`config.mk`:
```
export PLATFORM = sky130hd
export DESIGN_NAME = dds_wavegen
export DESIGN_NICKNAME = d
export VERILOG_FILES = /design/src/rtl/dds_wavegen.sv
export SDC_FILE = /design/constraint.sdc
export NUM_CORES = 1
export LEC_CHECK = 0
export CORE_ASPECT_RATIO = 1.25
export CORE_UTILIZATION = 40
export CTS_CLUSTER_SIZE = 16
export DETAILED_ROUTE_END_ITERATION = 6
export PLACE_DENSITY_LB_ADDON = 0.12
export SYNTH_ARGS = -nofsm -noshare
export SYNTH_HDL_FRONTEND = slang
export SYNTH_SLANG_ARGS = --single-unit
```
`constraint.sdc`:
```
create_clock -name CLOCK_50 -period 9 [get_ports CLOCK_50]
set_input_delay 2.7 -clock CLOCK_50 [delete_from_list [all_inputs] [get_ports CLOCK_50]]
set_output_delay 2.7 -clock CLOCK_50 [all_outputs]
set_load 0.1 [all_outputs]
```
`src/rtl/dds_wavegen.sv`:
```
// rtl/dds_wavegen.sv - DDS waveform generator: phase accumulator, 4-stage sample pipeline, buffered params
module dds_wavegen #(
  parameter int PHASE_W = 16,
  parameter int ADDR_W  = 10,
  parameter int DATA_W  = 10,
  parameter int AMP_W   = 8
) (
  input  logic               CLOCK_50,
  input  logic               RST_N,
  input  logic               TICK,
  input  logic               CLR,
  input  logic               LOAD,
  input  logic [PHASE_W-1:0] FREQ,
  input  logic [PHASE_W-1:0] PHOFF,
  input  logic [1:0]         MODE,
  input  logic [AMP_W-1:0]   AMP,
  output logic [ADDR_W-1:0]  ROM_ADDR,
  input  logic [DATA_W-1:0]  ROM_DATA,
  output logic [DATA_W-1:0]  DOUT,
  output logic               DOUT_VALID,
  output logic               LOAD_PEND
);

  typedef enum logic [1:0] {
    MODE_SINE = 2'd0,
    MODE_SAW  = 2'd1,
    MODE_TRI  = 2'd2,
    MODE_SQR  = 2'd3
  } mode_e;

  // Pending (shadow) and active parameter sets
  logic [PHASE_W-1:0] freq_pend_q, phoff_pend_q;
  mode_e              mode_pend_q;
  logic [AMP_W-1:0]   amp_pend_q;
  logic               load_pend_q;

  logic [PHASE_W-1:0] freq_act_q, phoff_act_q;
  mode_e              mode_act_q;
  logic [AMP_W-1:0]   amp_act_q;

  // Phase accumulator
  logic [PHASE_W-1:0] acc_q, acc_d;
  logic [PHASE_W-1:0] ph_d;
  logic               launch;

  // Stage 1: captured phase slice, mode, amplitude
  logic               s1_vld_q;
  logic [DATA_W-1:0]  s1_p_q;
  mode_e              s1_mode_q;
  logic [AMP_W-1:0]   s1_amp_q;
  logic [ADDR_W-1:0]  rom_addr_q;

  // Stage 2: ROM access cycle, phase slice carried alongside
  logic               s2_vld_q;
  logic [DATA_W-1:0]  s2_p_q;
  mode_e              s2_mode_q;
  logic [AMP_W-1:0]   s2_amp_q;

  // Stage 3: raw unscaled sample
  logic               s3_vld_q;
  logic [DATA_W-1:0]  s3_raw_q, raw_d;
  logic [AMP_W-1:0]   s3_amp_q;

  // Stage 4: scaled output
  logic [DATA_W-1:0]   dout_q, dout_d;
  logic                dout_vld_q;
  logic [AMP_W:0]      amp_p1;
  logic [DATA_W+AMP_W:0] prod;

  logic unused_ph;
  logic unused_prod;

  assign launch = TICK & ~CLR;
  assign ph_d   = acc_q + phoff_act_q;

  // Next accumulator value: clear has priority over the tick increment
  always_comb begin
    acc_d = acc_q;
    if (CLR) begin
      acc_d = '0;
    end else if (TICK) begin
      acc_d = acc_q + freq_act_q;
    end
  end

  // LOAD captures into pending; the first later TICK moves pending into active
  always_ff @(posedge CLOCK_50 or negedge RST_N) begin
    if (!RST_N) begin
      freq_pend_q  <= '0;
      phoff_pend_q <= '0;
      mode_pend_q  <= MODE_SINE;
      amp_pend_q   <= '0;
      load_pend_q  <= 1'b0;
      freq_act_q   <= '0;
      phoff_act_q  <= '0;
      mode_act_q   <= MODE_SINE;
      amp_act_q    <= '0;
    end else if (LOAD) begin
      freq_pend_q  <= FREQ;
      phoff_pend_q <= PHOFF;
      mode_pend_q  <= mode_e'(MODE);
      amp_pend_q   <= AMP;
      load_pend_q  <= 1'b1;
    end else if (TICK && load_pend_q) begin
      freq_act_q   <= freq_pend_q;
      phoff_act_q  <= phoff_pend_q;
      mode_act_q   <= mode_pend_q;
      amp_act_q    <= amp_pend_q;
      load_pend_q  <= 1'b0;
    end
  end

  // Accumulator register
  always_ff @(posedge CLOCK_50 or negedge RST_N) begin
    if (!RST_N) begin
      acc_q <= '0;
    end else begin
      acc_q <= acc_d;
    end
  end

  // Stage 1: latch pre-increment phase plus offset, drive the ROM address
  always_ff @(posedge CLOCK_50 or negedge RST_N) begin
    if (!RST_N) begin
      s1_vld_q   <= 1'b0;
      s1_p_q     <= '0;
      s1_mode_q  <= MODE_SINE;
      s1_amp_q   <= '0;
      rom_addr_q <= '0;
    end else begin
      s1_vld_q <= launch;
      if (launch) begin
        s1_p_q     <= ph_d[PHASE_W-1 -: DATA_W];
        s1_mode_q  <= mode_act_q;
        s1_amp_q   <= amp_act_q;
        rom_addr_q <= ph_d[PHASE_W-1 -: ADDR_W];
      end
    end
  end

  // Stage 2: wait for the synchronous ROM while carrying the sample context
  always_ff @(posedge CLOCK_50 or negedge RST_N) begin
    if (!RST_N) begin
      s2_vld_q  <= 1'b0;
      s2_p_q    <= '0;
      s2_mode_q <= MODE_SINE;
      s2_amp_q  <= '0;
    end else begin
      s2_vld_q <= s1_vld_q;
      if (s1_vld_q) begin
        s2_p_q    <= s1_p_q;
        s2_mode_q <= s1_mode_q;
        s2_amp_q  <= s1_amp_q;
      end
    end
  end

  // Waveform shape selection from the phase slice or ROM data
  always_comb begin
    raw_d = '0;
    unique case (s2_mode_q)
      MODE_SINE: raw_d = ROM_DATA;
      MODE_SAW:  raw_d = s2_p_q;
      MODE_TRI:  begin
        if (s2_p_q[DATA_W-1]) raw_d = ~{s2_p_q[DATA_W-2:0], 1'b0};
        else                  raw_d =  {s2_p_q[DATA_W-2:0], 1'b0};
      end
      MODE_SQR:  raw_d = {DATA_W{~s2_p_q[DATA_W-1]}};
      default:   raw_d = '0;
    endcase
  end

  // Stage 3: register the raw sample
  always_ff @(posedge CLOCK_50 or negedge RST_N) begin
    if (!RST_N) begin
      s3_vld_q <= 1'b0;
      s3_raw_q <= '0;
      s3_amp_q <= '0;
    end else begin
      s3_vld_q <= s2_vld_q;
      if (s2_vld_q) begin
        s3_raw_q <= raw_d;
        s3_amp_q <= s2_amp_q;
      end
    end
  end

  // Gain (AMP+1)/2^AMP_W; the product never exceeds raw, so the top bit stays zero
  always_comb begin
    amp_p1 = {1'b0, s3_amp_q} + {{AMP_W{1'b0}}, 1'b1};
    prod   = {{(AMP_W+1){1'b0}}, s3_raw_q} * {{DATA_W{1'b0}}, amp_p1};
    dout_d = prod[AMP_W +: DATA_W];
  end

  // Stage 4: output register, held between samples, with a one-cycle valid pulse
  always_ff @(posedge CLOCK_50 or negedge RST_N) begin
    if (!RST_N) begin
      dout_q     <= '0;
      dout_vld_q <= 1'b0;
    end else begin
      dout_vld_q <= s3_vld_q;
      if (s3_vld_q) begin
        dout_q <= dout_d;
      end
    end
  end

  assign unused_ph   = ^ph_d;
  assign unused_prod = ^prod;

  assign ROM_ADDR   = rom_addr_q;
  assign DOUT       = dout_q;
  assign DOUT_VALID = dout_vld_q;
  assign LOAD_PEND  = load_pend_q;

endmodule
```
==> impl_metrics.env <==
export IMPL_rsz0062_at_grt="no"
export IMPL_crit_arrival_ns=6.11
export IMPL_slew_violations=0
export IMPL_synth_sequential_area_ratio_pct=40.7
export IMPL_worstSkewPairLatency_ns=0.44
export IMPL_drv_max_cap_violation_count=0
export IMPL_synth_seq_cells=173
export IMPL_worstSetupPathType="reg2reg"
export IMPL_area_sequential_um2=4330
export IMPL_num_antenna_cells=0
export IMPL_fin_crit_ns=5.78
export IMPL_layout_cells_sized_above_1_pct=16.5
export IMPL_clkSlewWorstSetupHoldPaths_ns=0.07
export IMPL_ant_nets=0
export IMPL_required_ns=9.33
export IMPL_pin_count=79
export IMPL_synth_unique_cells=69
export IMPL_max_vdd_ir_drop_v=0.000211
export IMPL_vias_per_cell=5.12
export IMPL_final_fill_count=2548
export IMPL_synth_most_common_cell="dfrtp_1"
export IMPL_holdCritPathClass="reg2reg"
export IMPL_tritoncts_num_sinks=173
export IMPL_tritoncts="done"
export IMPL_hold_violations=0
export IMPL_critPathCaptureType="flip-flop"
export IMPL_finalCoreUtilization_pct=47.3
export IMPL_startpoint_type_of_the_worst_setup_path="flip-flop"
export IMPL_ff2ff_setup_slack_ns=3.22
export IMPL_initial_utilization_pct=40.7
export IMPL_floorplan_die_height_um=184
export IMPL_post_synthesis_cell_area_um2=10600
export IMPL_clk_path_buf_depth=2
export IMPL_reg2reg_depth=18
export IMPL_critical_path_reg2reg_startpoint="s3_amp_q[0]"
export IMPL_grt_pass1_vias=7530
export IMPL_detail_route_first_pass_iterations=4
export IMPL_drc_errors=0
export IMPL_fin_tns_setup_ns=0
export IMPL_dieWidth_um=148
export IMPL_crit_path_start="s3_amp_q[0]"
export IMPL_root_buffer="clkbuf_16"
export IMPL_layout_cells_non_filler=1397
export IMPL_power_static_leakage_nw=5.67
export IMPL_grt_remaining_overflow=0
export IMPL_slew_headroom_pct=32.1
export IMPL_yosysWarnings=0
export IMPL_setup_viol=0
export IMPL_whs_ns=0.467
export IMPL_grt_antenna_before_repair=0
export IMPL_number_of_enable_type_register_cells_in_the_synthesized_netlist=0
export IMPL_cts_resized_gates=0
export IMPL_multi_input_area_um2=5840
export IMPL_weighted_congestion_at_the_end_of_routability_driven_global_placement=0.913
export IMPL_synthesized_netlist_cell_count=976
export IMPL_largest_net_degree_at_the_start_of_global_routing=99
export IMPL_iteration_0_drc_markers=190
export IMPL_vias=7150
export IMPL_layout_worst_path_cycle_share_pct=64.3
export IMPL_synthFlopType="dfrtp_1"
export IMPL_powerDensity_nw_per_um2=406
export IMPL_cp_endpoint="DOUT[5]"
export IMPL_die_area_um2=27200
export IMPL_tightestPinTransition_ns=1.02
export IMPL_place_hpwl_um=17500
export IMPL_grtUsageTotal_pct=18.1
export IMPL_final_setup_skew_ns=0.0189
export IMPL_critical_path_peak_fanout=13
export IMPL_synth_top_area_share_pct=40.7
export IMPL_synth_largest_area_cell="dfrtp_1"
export IMPL_cts_post_setup_buffers_inserted=0
export IMPL_cts_hold_repair_buffers=0
export IMPL_wl_per_cell_um=16.2
export IMPL_syn_area_per_cell_um2=10.9
export IMPL_synth_top_cells_by_area="dfrtp_1 (41%), mux2_2 (13%), fa_1 (11%)"
export IMPL_inst_count_dp=1365
export IMPL_htreeDepth=4
export IMPL_syn_num_nets=1152
export IMPL_cts_inserted_buffers=17
export IMPL_routed_wl_um=22700
export IMPL_num_rows=66
export IMPL_core_area_um2=26100
export IMPL_design_final_nets=1220
export IMPL_syn_to_final_growth_pct=16.0
export IMPL_number_of_port_buffers=78
export IMPL_max_freq_mhz=173
export IMPL_worst_r2r_endpoint="DOUT[5]"
export IMPL_grt_pass1_wl_um=38000
export IMPL_ys_async_sr_fraction_pct=100
export IMPL_run_status="completed"
export IMPL_yosys_top_cells_count="dfrtp_1 (173), mux2_2 (119), inv_1 (87), nor2_1 (87), nand2_1 (79)"
-- registers in the layout (all words and copies together), names as in the netlist, 2 cells and up --
| signal | flops |
|---|---|
| s1_mode_q | 2 |
| s2_amp_q | 8 |
| s1_amp_q | 8 |
| freq_pend_q | 16 |
| amp_act_q | 8 |
| ROM_ADDR | 10 |
| DOUT | 10 |
| acc_q | 16 |
| phoff_pend_q | 16 |
| s3_raw_q | 10 |
| s2_p_q | 10 |
| amp_pend_q | 8 |
| s3_amp_q | 8 |
| s2_mode_q | 2 |
| mode_pend_q | 2 |
| phoff_act_q | 16 |
| freq_act_q | 16 |
| mode_act_q | 2 |
-- placed cells by master (no fill, tap or decap), types with 5 or more instances in the layout --
cell type	n
clkbuf_16	17
nor2b_1	6
nand2_1	79
mux2_2	119
fa_1	56
o21a_1	8
and2_1	7
inv_1	87
nor2_1	87
a31oi_1	5
o21ai_0	33
nor4_1	6
clkdlybuf4s50_1	76
a211oi_1	7
nand4_1	5
o211ai_1	11
xor2_1	14
a21o_1	9
o21ai_1	5
a21oi_1	36
dfrtp_1	173
a22oi_1	10
mux2i_1	6
ha_1	63
nand3_1	13
xnor2_1	24
nand2b_1	17
-- power by group --
| part | internal (mW) | total, mW | switching [mW] |
|---|---|---|---|
| clock network | 0.452 | 0.765 | 0.313 |
| registers | 0.989 | 1.21 | 0.223 |
| logic | 1.26 | 3.03 | 1.77 |
| total | 2.70 | 5.01 | 2.31 |
-- critical path, stage by stage (launching register included) --
cell and delay [ns]:
dfrtp_1 0.55, ha_1 0.26, nand3_2 0.19, xor2_1 0.72
nand2b_1 0.22, fa_1 0.44, fa_1 0.49, inv_1 0.05
fa_1 0.52, inv_1 0.05, fa_1 0.53, inv_1 0.04
ha_1 0.30, nor2_1 0.05, a21oi_1 0.35, a311o_1 0.40
a21oi_2 0.10, xnor2_1 0.13, mux2_2 0.27
-- through the flow --
stage / power [mW] / instance area, um^2 / setup WS, ns
after floorplan: 3.58 / 10600 / 3.97
after detailed placement: 4.31 / 11700 / 3.25
final: 5.01 / 12300 / 3.22
after CTS: 5.10 / 12300 / 3.23
after global placement: 4.25 / 11700 / 3.40
after global routing: 5.50 / 12300 / 2.96
-- worst min path at each step --
| stage | start | endpoint | slack, ns | cells after the start |
|---|---|---|---|---|
| global route | s1_amp_q[0] | s1_amp_q[0] | 0.51 | 2 |
| finish | s1_amp_q[3] | s1_amp_q[3] | 0.47 | 2 |
| floorplan | s2_vld_q | s3_vld_q | 0.35 | 0 |
| CTS | amp_act_q[1] | s1_amp_q[1] | 0.47 | 2 |
| detailed placement | amp_act_q[1] | s1_amp_q[1] | 0.45 | 2 |
| global placement | amp_act_q[4] | s1_amp_q[4] | 0.44 | 2 |
-- logic make-up after synthesis --
| logic type | Yosys count | share of synthesized area (%) |
|---|---|---|
| simple gates | 246 | 10.8 |
| flops | 173 | 40.7 |
| compound gates | 153 | 9.70 |
| mux | 126 | 13.3 |
| buf+inv | 121 | 4.35 |
| fa+ha+maj | 119 | 18.0 |
| xor+xnor | 38 | 3.13 |
-- metal layers --
metal	global-route usage (%)	wire length [um]	vias up
met2	34.1	12200	122
met5	0	0	-
met3	3.47	652	33
met4	7.59	601	0
met1	19.6	9270	3511
li1	-	-	3484
-- final cells by class --
class | count | share of cell area, %
Multi-Input combinational cell | 682 | 47.3
Clock inverter | 9 | 1.11
Timing Repair Buffer | 82 | 6.54
Inverter | 88 | 2.68
Sequential cell | 173 | 35.1
Clock buffer | 23 | 3.79
Tap cell | 340 | 3.45
Note: power is estimated with default switching activity, not from simulation.
